$ cat config.mk
export PLATFORM = sky130hd
export DESIGN_NAME = glyph_frame_sequencer
export DESIGN_NICKNAME = d
export VERILOG_FILES = /design/src/rtl/vga_glyph_pkg.sv /design/src/rtl/sync_ff2.sv /design/src/rtl/glyph_frame_sequencer.sv
export SDC_FILE = /design/constraint.sdc
export NUM_CORES = 1
export LEC_CHECK = 0
export ABC_AREA = 1
export CAP_MARGIN = 0
export CORE_MARGIN = 2
export CORE_UTILIZATION = 45
export CTS_CLUSTER_DIAMETER = 100
export CTS_CLUSTER_SIZE = 28
export DETAILED_ROUTE_END_ITERATION = 10
export PLACE_DENSITY_LB_ADDON = 0.2
export SYNTH_ARGS = -nofsm -noshare
export SYNTH_HDL_FRONTEND = slang
export SYNTH_SLANG_ARGS = --single-unit
export TNS_END_PERCENT = 10
$ cat constraint.sdc
create_clock -name clk -period 1.9 [get_ports clk]
set_clock_uncertainty 0.1 [all_clocks]
set_input_delay 0.38 -clock clk [delete_from_list [all_inputs] [get_ports clk]]
set_output_delay 0.38 -clock clk [all_outputs]
set_load 0.01 [all_outputs]
$ cat src/rtl/vga_glyph_pkg.sv
// vga_glyph_pkg: shared widths and frame-sequencer state encoding
package vga_glyph_pkg;
    localparam int MODE_W = 2;
    localparam int PAL_W  = 2;
    typedef enum logic [1:0] {
        RESYNC = 2'd0,
        SETTLE = 2'd1,
        RUN    = 2'd2,
        DRAIN  = 2'd3
    } state_e;
endpackage

$ cat src/rtl/sync_ff2.sv
// sync_ff2: parameterised-width two-flop synchroniser
module sync_ff2 #(
    parameter int W = 1
) (
    input  logic         clk,
    input  logic         reset,
    input  logic [W-1:0] d_i,
    output logic [W-1:0] q_o
);
    logic [W-1:0] meta_q, sync_q;
    // first flop may go metastable, second one hands a settled value on
    always_ff @(posedge clk or posedge reset)
        if (reset) begin
            meta_q <= '0;
            sync_q <= '0;
        end else begin
            meta_q <= d_i;
            sync_q <= meta_q;
        end
    assign q_o = sync_q;
endmodule

$ cat src/rtl/glyph_frame_sequencer.sv
// glyph_frame_sequencer: mode/palette sync, frame counter and timing-generator resync control
module glyph_frame_sequencer
    import vga_glyph_pkg::*;
#(
    parameter logic SYNC_POL      = 1'b0,
    parameter int   RST_CYCLES    = 4,
    parameter int   SETTLE_FRAMES = 2,
    parameter int   FRAME_W       = 10
) (
    input  logic               clk,
    input  logic               reset,
    input  logic               vsync_in,
    input  logic [MODE_W-1:0]  mode_req,
    input  logic [PAL_W-1:0]   pal_req,
    input  logic               pause,
    output logic [MODE_W-1:0]  mode,
    output logic [PAL_W-1:0]   pal,
    output logic               timing_reset,
    output logic               blank,
    output logic [FRAME_W-1:0] frame,
    output logic               frame_tick,
    output logic               intro_done
);
    localparam logic [3:0] RST_LAST = 4'(RST_CYCLES - 1);
    localparam logic [3:0] SET_LAST = 4'(SETTLE_FRAMES - 1);

    logic [MODE_W-1:0]  mode_s, mode_q, mode_d;
    logic [PAL_W-1:0]   pal_s, pal_q, pal_d;
    logic               pause_s;
    state_e             state_q, state_d;
    logic [3:0]         cnt_q, cnt_d;
    logic               vs_q, vs_d;
    logic [FRAME_W-1:0] frame_q, frame_d;
    logic               tick_q, tick_d;
    logic               intro_q, intro_d;
    logic               tres_q, tres_d;
    logic               blank_q, blank_d;
    logic               evt;

    sync_ff2 #(.W(MODE_W)) u_mode_sync  (.clk(clk), .reset(reset), .d_i(mode_req), .q_o(mode_s));
    sync_ff2 #(.W(PAL_W))  u_pal_sync   (.clk(clk), .reset(reset), .d_i(pal_req),  .q_o(pal_s));
    sync_ff2 #(.W(1))      u_pause_sync (.clk(clk), .reset(reset), .d_i(pause),    .q_o(pause_s));

    // state register and all registered outputs
    always_ff @(posedge clk or posedge reset)
        if (reset) begin
            state_q <= RESYNC;
            cnt_q   <= '0;
            mode_q  <= '0;
            pal_q   <= '0;
            vs_q    <= SYNC_POL;
            frame_q <= '0;
            tick_q  <= 1'b0;
            intro_q <= 1'b0;
            tres_q  <= 1'b1;
            blank_q <= 1'b1;
        end else begin
            state_q <= state_d;
            cnt_q   <= cnt_d;
            mode_q  <= mode_d;
            pal_q   <= pal_d;
            vs_q    <= vs_d;
            frame_q <= frame_d;
            tick_q  <= tick_d;
            intro_q <= intro_d;
            tres_q  <= tres_d;
            blank_q <= blank_d;
        end

    // vsync event, frame counter and the resync/settle/run/drain sequence
    always_comb begin
        state_d = state_q;
        cnt_d   = cnt_q;
        mode_d  = mode_q;
        evt     = vsync_in == SYNC_POL && vs_q != SYNC_POL && state_q != RESYNC;
        // holding the previous sample at the active level in RESYNC hides the
        // first edge after leaving it, so a sync already asserted is not a frame
        vs_d    = (state_q == RESYNC) ? SYNC_POL : vsync_in;
        pal_d   = evt ? pal_s : pal_q;
        frame_d = (evt && !pause_s) ? frame_q + FRAME_W'(1) : frame_q;
        intro_d = intro_q | (evt && !pause_s && &frame_q);
        tick_d  = evt;
        case (state_q)
            RESYNC:
                if (cnt_q == RST_LAST) begin
                    state_d = SETTLE;
                    cnt_d   = '0;
                    mode_d  = mode_s;
                end else begin
                    cnt_d = cnt_q + 4'd1;
                end
            SETTLE:
                if (evt) begin
                    if (cnt_q == SET_LAST) begin
                        state_d = RUN;
                        cnt_d   = '0;
                    end else begin
                        cnt_d = cnt_q + 4'd1;
                    end
                end
            RUN:
                if (mode_s != mode_q) state_d = DRAIN;
            DRAIN:
                if (evt) begin
                    state_d = RESYNC;
                    cnt_d   = '0;
                end
            default: state_d = RESYNC;
        endcase
        tres_d  = state_d == RESYNC;
        blank_d = state_d == RESYNC || state_d == SETTLE;
    end

    assign mode         = mode_q;
    assign pal          = pal_q;
    assign timing_reset = tres_q;
    assign blank        = blank_q;
    assign frame        = frame_q;
    assign frame_tick   = tick_q;
    assign intro_done   = intro_q;
endmodule

After elaboration in Yosys (flattened, before gate mapping):

Index checks and enable logic that the tools add are counted.
W data, S select, Z words.

* equal/unequal tests: 9
* add/sub/neg operators: 2
* bitwise operators: 2
* reduce and logical (&&, ||, !) cells: 13
* mux-type cells: 12

Operators by type and width (count)
* $mux W4: 4
* $pmux W4 S3: 1
* $add A10 B1 Y10 const B: 1
* $mux W2: 5
* $reduce_and A10 Y1: 1
* $pmux W2 S4: 1
* $add A4 B1 Y4 const B: 1
* $eq A2 B1 Y1 const B: 2
* $eq A2 B2 Y1 const B: 2
* $eq A4 B1 Y1 const B: 1
* $eq A4 B2 Y1 const B: 1
* $logic_and A1 B1 Y1: 4
* $logic_not A2 Y1: 2
* $ne A2 B2 Y1 const B: 2
* $reduce_and A3 Y1: 1
* $reduce_bool A3 Y1: 1
* $ne A2 B2 Y1: 1
* $reduce_and A2 Y1: 1
* $reduce_bool A2 Y1: 1
* $logic_not A1 Y1: 1
* $logic_or A1 B1 Y1: 1
* $mux W1: 1
* $not A1 Y1: 1
* $or A1 B1 Y1: 1

* word-level logic and storage cells: 54
* register bits: 35
* output and inout bits: 18

Longest topological paths before layout:

Gate-level depths: netlist of run 1.

* depth in word-level cells: 7
* depth in mapped cells: 8

By module:

From an unflattened synthesis of run 1, not the netlist that was laid out.

* cells, all modules: 177
* area, all modules: 1592.8 sq um

By module, submodules not included
* glyph_frame_sequencer: area each 1331.3 sq um, times used 1, cells each 164
* sync_ff2 at u_mode_sync ...: area each 103.8 sq um, times used 2, cells each 5
* sync_ff2 at u_pause_sync: area each 53.8 sq um, times used 1, cells each 3

Worst setup path before layout of run 1:

Ideal clock, no wire load.

* path type: reg-to-reg
* start: register frame_q[0], in the netlist frame[0]
* end: register frame_q[8], in the netlist frame[8]
* period minus slack after synthesis: 1.398 ns
* stages on the path, launching flop included: 9
* arrival time: 1.182 ns
* buffers on the path: 0
* path slack: 0.502 ns
* cell sequence: dfrtp_1 -> ha_1 -> nand2_1 -> nor2_1 -> nand2_1 -> nand2_1 -> nand2_1 -> nand2_1 -> nand2_1

* longest elaborated chain between the ends: 1

RTL lines
* from (decl): RTL line glyph_frame_sequencer.sv:33 `logic [FRAME_W-1:0] frame_q, frame_d;`
* from (signal assigned): RTL line glyph_frame_sequencer.sv:63 `frame_q <= frame_d;`
* $add A10 B1 Y10: RTL line glyph_frame_sequencer.sv:80 `frame_d = (evt && !pause_s) ? frame_q + FRAME_W'(1) : frame_q;`

No other way between the ends.
A chain may end at the register's enable or synchronous reset.

Final worst setup path of run 1:

* start: register frame_q[0], in the netlist frame[0]
* end: output frame[0]

RTL lines
* to (decl): RTL line glyph_frame_sequencer.sv:20 `output logic [FRAME_W-1:0] frame,`

No word-level cell between the ends.

==> run_results.csv, run 1 <==
group,metric,value,unit
grt,remaining_global_route_overflow,0,
floorplanning,core_area,3337,sq um
finish,number_of_nets_at_the_end_of_the_flow,213,
outcome,run_status,"finished, final reports clean",
flow_run,maxCapViolCount,0,
finish,area.sequential,879.6,sq um
floorplanning,height_of_the_die,62.79,um
min_path,holdCritPathClass,"register to register",
route,remaining_drc_errors,0,
synthesis,postSynthCellCount,170,
finish,num_antenna_cells,0,
route,via_count,1157,
grt,grt_use_met2,27.02,%
synthesis,synth.yosys.warnings,0,
timing,tns,0,ps
critical_path,critical_path_peak_fanout,6,
floorplanning,rows,21,
synthesis,syn_nets,181,
clock_network,tritoncts,"yes",
route,routedWlPerCell,11.08,um
grt,met3_usage,5.946,%
synthesis,synthSimpleGateAreaFrac,25.82,%
synthesis,synth_cell_types,23,
finish,final_util,58.46,%
route,routed_via_density,4.647,
floorplanning,die-area,3943,sq um
power,cellPowerDensity,1234,nW/um^2
critical_path,cpPeakStageDelay,560,ps
placed_design,numPortBuffers,25,
timing,maxSlewHeadroom,77.38,%
finish,areaGrowthSynthToFinish,25.42,%
timing,min_period,1795,ps
placed_design,detailedPlacementHpwl,2008,um
critical_path,arrival,1320,ps
timing,unrepaired_setup_endpoints_after_global_routing,"false",
clock_network,clk_transition_reported_paths,100,ps
placed_design,pre_cts_ws,45.27,ps
grt,grtUsageTotal,15.82,%
synthesis,synth_enable_flop_cells,0,
timing,worst_pin_slew,336.7,ps
critical_path,critical_path.startpoint_type,"register",
synthesis,main_combinational_cell_family_by_area_after_synthesis,"simple AND/OR/NAND/NOR gates",
timing,final.period_utilization,94.48,%
clock_network,clkLatencyLatePin,330,ps
clock_network,h_tree_levels,2,
synthesis,synthArstFlopShare,100.0,%
synthesis,synth.ff_latch_count,35,
timing,final-setup-viol-count,0,
grt,grt.busiest_layer,"met2",
route,drt_pre_antenna_iters,4,
clock_network,clock_sink_count,35,
timing,clock.fmax,557.1,MHz
clock_network,cts_setup_buffers,0,
grt,antenna_violations_before_repair,0,
synthesis,synth_area,1555,sq um
synthesis,synth-compound-area-share,4.586,%
timing,layout_setup_ws,104.9,ps
timing,finalMaxSlewViolations,0,
synthesis,adder_cell_fraction_of_synth_area,2.414,%
clock_network,clockRootBuffer,"sky130_fd_sc_hd__clkbuf_4",
clock_network,clock_buffer_count_from_cts,5,
grt,grt_max_degree,36,
critical_path,crit_buf_inv,1,
power,irDropWorstVdd,554.7,uV
critical_path,cp_cell_sequence,"clkdlybuf4s50_1",
clock_network,maximum_clock_insertion_buffer_count,2,
route,post_detailed_route_count_of_antenna_violating_nets,0,
placed_design,finalWeightedCongestion,0.8316,
critical_path,worst_path_max_delay_cell,"sky130_fd_sc_hd__clkdlybuf4s50_1",
synthesis,muxShareOfSynthArea,0,%
floorplanning,ioPinCount,26,
synthesis,synth_xor_xnor_area_share,3.942,%
floorplanning,floorplan.die.width,62.79,um
floorplanning,floorplan.initialDensity,46.61,%
critical_path,timing.critical_path.to_type,"primary output",
route,dr.first_iter.drc_count,47,
finish,largest_reg_flops,10,
grt,grt_pass1_vias,1211,
grt,global_route.usage.met1,17.93,%
power,cellLeakagePower,0.9613,nW
grt,first_pass_grt_wire_length,4830,um
synthesis,seq_area_frac_synth,56.48,%
synthesis,postSynthAreaPerCell,9.148,sq um
route,detail_route.wirelength,2759,um
critical_path,critPathTopFamily,"buffers and inverters",
synthesis,yosys_most_used_dff,"sky130_fd_sc_hd__dfrtp_1",
finish,combined_area_of_the_multi_input_logic_cells,571.8,sq um
finish,nFillCells,308,
critical_path,worst-setup-path-type,"register to primary output",
critical_path,timing.critical_path.required,1420,ps
timing,final_hold_viol_count,0,
finish,layout-drive-gt1-share,11.82,%
[per-layer routing]
layer  share of wire (%)  vias to the layer above  wire length, um
li1                    -                      583                -
met1                  43                      550             1191
met2                  51                       20             1418
met3                 4.4                        4              122
met4                0.94                        0               26
met5                   0                        -                0
[metrics by stage]
step           power, mW  instance area [sq um]  hold WS [ps]  cells
4_1_cts            2.429                   1944         258.7    249
5_1_grt            2.601                   1951         260.7    249
3_5_place_dp       1.959                   1872         234.7    241
6_report           2.407                   1951         257.9    249
3_3_place_gp       1.914                   1872         233.9    241
2_1_floorplan      1.620                   1555         231.2    170
[layout by cell type (no fill, tap or decap), types with 3 or more instances in the layout]
cell type and count:
sky130_fd_sc_hd__xor2_1 5, sky130_fd_sc_hd__inv_1 23, sky130_fd_sc_hd__ha_1 3, sky130_fd_sc_hd__nor2_1 12, sky130_fd_sc_hd__o21ai_0 4, sky130_fd_sc_hd__nand2_1 56, sky130_fd_sc_hd__clkdlybuf4s50_1 23, sky130_fd_sc_hd__nor3_1 3
sky130_fd_sc_hd__nand3_1 8, sky130_fd_sc_hd__dfrtp_1 32, sky130_fd_sc_hd__clkbuf_4 5
[cell usage after synthesis, types with 2 or more instances]
| library cell | count | area [sq um] |
|---|---|---|
| sky130_fd_sc_hd__nand2_1 | 56 | 210.2 |
| sky130_fd_sc_hd__dfrtp_1 | 33 | 825.8 |
| sky130_fd_sc_hd__inv_1 | 23 | 86.33 |
| sky130_fd_sc_hd__nor2_1 | 12 | 45.04 |
| sky130_fd_sc_hd__nand3_1 | 8 | 40.04 |
| sky130_fd_sc_hd__xor2_1 | 5 | 43.79 |
| sky130_fd_sc_hd__o21ai_0 | 4 | 20.02 |
| sky130_fd_sc_hd__ha_1 | 3 | 37.54 |
| sky130_fd_sc_hd__nor3_1 | 3 | 15.01 |
| sky130_fd_sc_hd__a21oi_1 | 2 | 10.01 |
| sky130_fd_sc_hd__dfstp_2 | 2 | 52.55 |
| sky130_fd_sc_hd__inv_2 | 2 | 7.510 |
| sky130_fd_sc_hd__nand2_2 | 2 | 12.51 |
| sky130_fd_sc_hd__nand2_4 | 2 | 22.52 |
| sky130_fd_sc_hd__nand3b_1 | 2 | 15.01 |
| sky130_fd_sc_hd__nand4_1 | 2 | 12.51 |
| sky130_fd_sc_hd__nor2_4 | 2 | 22.52 |
| sky130_fd_sc_hd__xnor2_1 | 2 | 17.52 |
[area by class of cell]
type | count | area share, %
Tap cell | 46 | 2.951
Clock inverter | 1 | 0.3849
Inverter | 25 | 4.811
Timing Repair Buffer | 26 | 14.11
Clock buffer | 7 | 3.335
Multi-Input combinational cell | 109 | 29.31
Sequential cell | 35 | 45.09
[kinds of logic (layout without fill, tap and decap cells)]
logic type | Yosys count | count (layout)
xor gates and xnor gates | 7 | 7
buffers and inverters | 26 | 59
AOI/OAI and AO/OA | 9 | 9
and+or+nand+nor | 90 | 90
adders and majority gates | 3 | 3
DFF | 35 | 35
[what timing repair did]
action / CTS / global route
hold buffers: 0 / 0
resized for setup: 0 / 3
setup endpoints to repair: 0 / 3
[report_power, final]
group | total (mW) | leakage [nW] | switching, mW | internal, mW
Sequential | 1.06 | 0.425 | 0.137 | 0.928
Clock | 0.461 | 0.0375 | 0.245 | 0.216
Combinational | 0.881 | 0.499 | 0.507 | 0.374
Total | 2.41 | 0.961 | 0.889 | 1.52
[worst paths after layout]
kind | startpoint | depth (start not counted) | slack (ps) | endpoint
setup / recovery | frame[0] | 1 | 100 | frame[0]
hold / removal | u_pal_sync.meta_q[0] | 0 | 260 | u_pal_sync.q_o[0]
setup reg to reg | frame[0] | 8 | 410 | frame[8]
hold reg to reg | u_pal_sync.meta_q[0] | 0 | 260 | u_pal_sync.q_o[0]
max in group asynchronous | reset | 3 | 1190 | blank
min in group asynchronous | reset | 3 | 270 | pal[0]
Power figures use the tool's default switching activity.
==> inputs of run 2 (changes only) <==
- DONT_BUFFER_PORTS: default -> 1
==> run_results.csv, run 2 (same netlist as run 1, synthesis figures left out) <==
group,metric,value,unit
power,power_switching_share,40.14,%
power,combPwrFrac,29.1,%
finish,combined_area_of_the_multi_input_logic_cells,571.8,sq um
floorplanning,core_area,3337,sq um
power,sequentialPowerShare,51.7,%
critical_path,critical_path_peak_fanout,6,
flow_run,maxCapViolCount,0,
finish,mostFrequentLayoutCell,"sky130_fd_sc_hd__nand2_1",
clock_network,clock_buffer_count_from_cts,5,
timing,final.period_utilization,86.15,%
critical_path,cp_common_cell,"sky130_fd_sc_hd__nand2_1",
placed_design,pre_cts_ws,290.9,ps
placed_design,detailedPlacementHpwl,1954,um
finish,layout-drive-gt1-share,12.50,%
power,cellInternalPower,1.297,mW
critical_path,arrival,1780,ps
grt,grtUsageTotal,15.95,%
grt,grt_pass1_vias,1126,
finish,area.sequential,878.3,sq um
timing,final-setup-viol-count,0,
floorplanning,floorplan.die.width,62.79,um
timing,layout_setup_ws,263.1,ps
power,p_clk_share,19.2,%
grt,grt_max_degree,36,
finish,final_util,52.23,%
min_path,whs_endpoint,"vs_q",
floorplanning,die-area,3943,sq um
floorplanning,floorplan.initialDensity,46.61,%
timing,tns,0,ps
critical_path,critical_path.reg2reg.endpoint,"frame[8]",
finish,num_antenna_cells,0,
power,irDropWorstVdd,526.9,uV
route,via_count,1085,
critical_path,regToRegStartpoint,"frame[0]",
placed_design,numPortBuffers,0,
floorplanning,rows,21,
placed_design,dpl-instance-area,1622,sq um
clock_network,clkLatencyLatePin,340,ps
min_path,hold_path_depth,2,
critical_path,timing.critical_path.required,2040,ps
timing,maxSlewHeadroom,74.82,%
clock_network,clockRootBuffer,"sky130_fd_sc_hd__clkbuf_4",
placed_design,finalWeightedCongestion,0.7957,
timing,final_hold_viol_count,0,
floorplanning,ioPinCount,26,
route,routed_via_density,4.717,
timing,worst_pin_slew,374.8,ps
timing,hold-worst-slack,57.71,ps
clock_network,tritoncts,"yes",
critical_path,timing.critical_path.to_type,"register",
clock_network,h_tree_levels,2,
power,cellPowerDensity,1243,nW/um^2
route,remaining_drc_errors,0,
grt,remaining_global_route_overflow,0,
grt,first_pass_grt_wire_length,4788,um
critical_path,rr_worst_depth,8,
timing,min_period,1637,ps
power,totalPowerFinal,2.166,mW
finish,areaGrowthSynthToFinish,12.07,%
finish,finalNonFillerCells,230,
grt,antenna_violations_before_repair,0,
critical_path,cp_cell_sequence,"ha_1, nand2_1, nor2_1, nand2_1, nand2_1, nand2_1, nand2_1, nand2_1",
finish,largest_reg_flops,10,
power,cellLeakagePower,0.8701,nW
clock_network,cts_setup_buffers,0,
finish,mostFrequentLayoutCells,"sky130_fd_sc_hd__nand2_1, sky130_fd_sc_hd__dfrtp_1, sky130_fd_sc_hd__inv_1",
critical_path,reg2reg_setup_slack,260,ps
clock_network,maximum_clock_insertion_buffer_count,2,
finish,finalInstanceArea,1743,sq um
route,routedWlPerCell,11.84,um
critical_path,critical_path.startpoint_type,"register",
placed_design,place.detailed.instances,216,
finish,nFillCells,325,
timing,finalMaxSlewViolations,0,
finish,number_of_nets_at_the_end_of_the_flow,194,
critical_path,worst-setup-path-type,"register to register",
critical_path,worst_path_max_delay_cell,"sky130_fd_sc_hd__dfrtp_1",
timing,unrepaired_setup_endpoints_after_global_routing,"false",
min_path,holdCritPathClass,"input pin to register",
critical_path,cpPeakStageDelay,510,ps
floorplanning,height_of_the_die,62.79,um
min_path,min-delay-start,"vsync_in",
clock_network,clk_transition_reported_paths,110,ps
power,p_switching,869.4,uW
timing,clock.fmax,610.9,MHz
route,detail_route.wirelength,2724,um
route,drt_pre_antenna_iters,4,
outcome,run_status,"finished, final reports clean",
route,dr.first_iter.drc_count,26,
route,post_detailed_route_count_of_antenna_violating_nets,0,
clock_network,clock_sink_count,35,
## run 2: how the worst max path moves through the flow
stage | startpoint | endpoint
detailed placement | frame[0] | frame[8]
global placement | frame[0] | frame[8]
floorplan | frame[0] | frame[8]
CTS | frame[0] | frame[8]
finish | frame[0] | frame[8]
global route | frame[0] | frame[8]
## run 2: worst max-delay path: cells and delay by family, from the launching register on
kind                       cells  cell delay (ps)
and+or+nand+nor                7              710
DFF                            1              510
adders and majority gates      1              230
## run 2: layer usage
metal  global-route usage, %  part of all wire (%)
met2                   26.75                    50
met4                   7.500                   1.6
met5                       0                     0
met3                   5.946                   4.0
met1                   17.98                    45
## run 2: area by class of cell
type / count / share of cell area, %
Inverter: 25 / 5.384
Clock buffer: 5 / 2.154
Clock inverter: 3 / 1.364
Timing Repair Buffer: 7 / 4.594
Tap cell: 46 / 3.302
Multi-Input combinational cell: 109 / 32.81
Sequential cell: 35 / 50.39
## run 2: power groups by stage
stage | clock [mW] | combinational, mW | sequential (mW)
after floorplan | 0 | 0.521 | 1.10
after global placement | 0 | 0.596 | 1.13
after detailed placement | 0 | 0.629 | 1.14
after CTS | 0.439 | 0.644 | 1.13
after global routing | 0.476 | 0.749 | 1.15
final | 0.415 | 0.631 | 1.12
## run 2: timing repair
action / in CTS / in global routing
hold endpoints to repair: 38 / 0
resized for setup: 0 / 0
hold buffers: 6 / 0
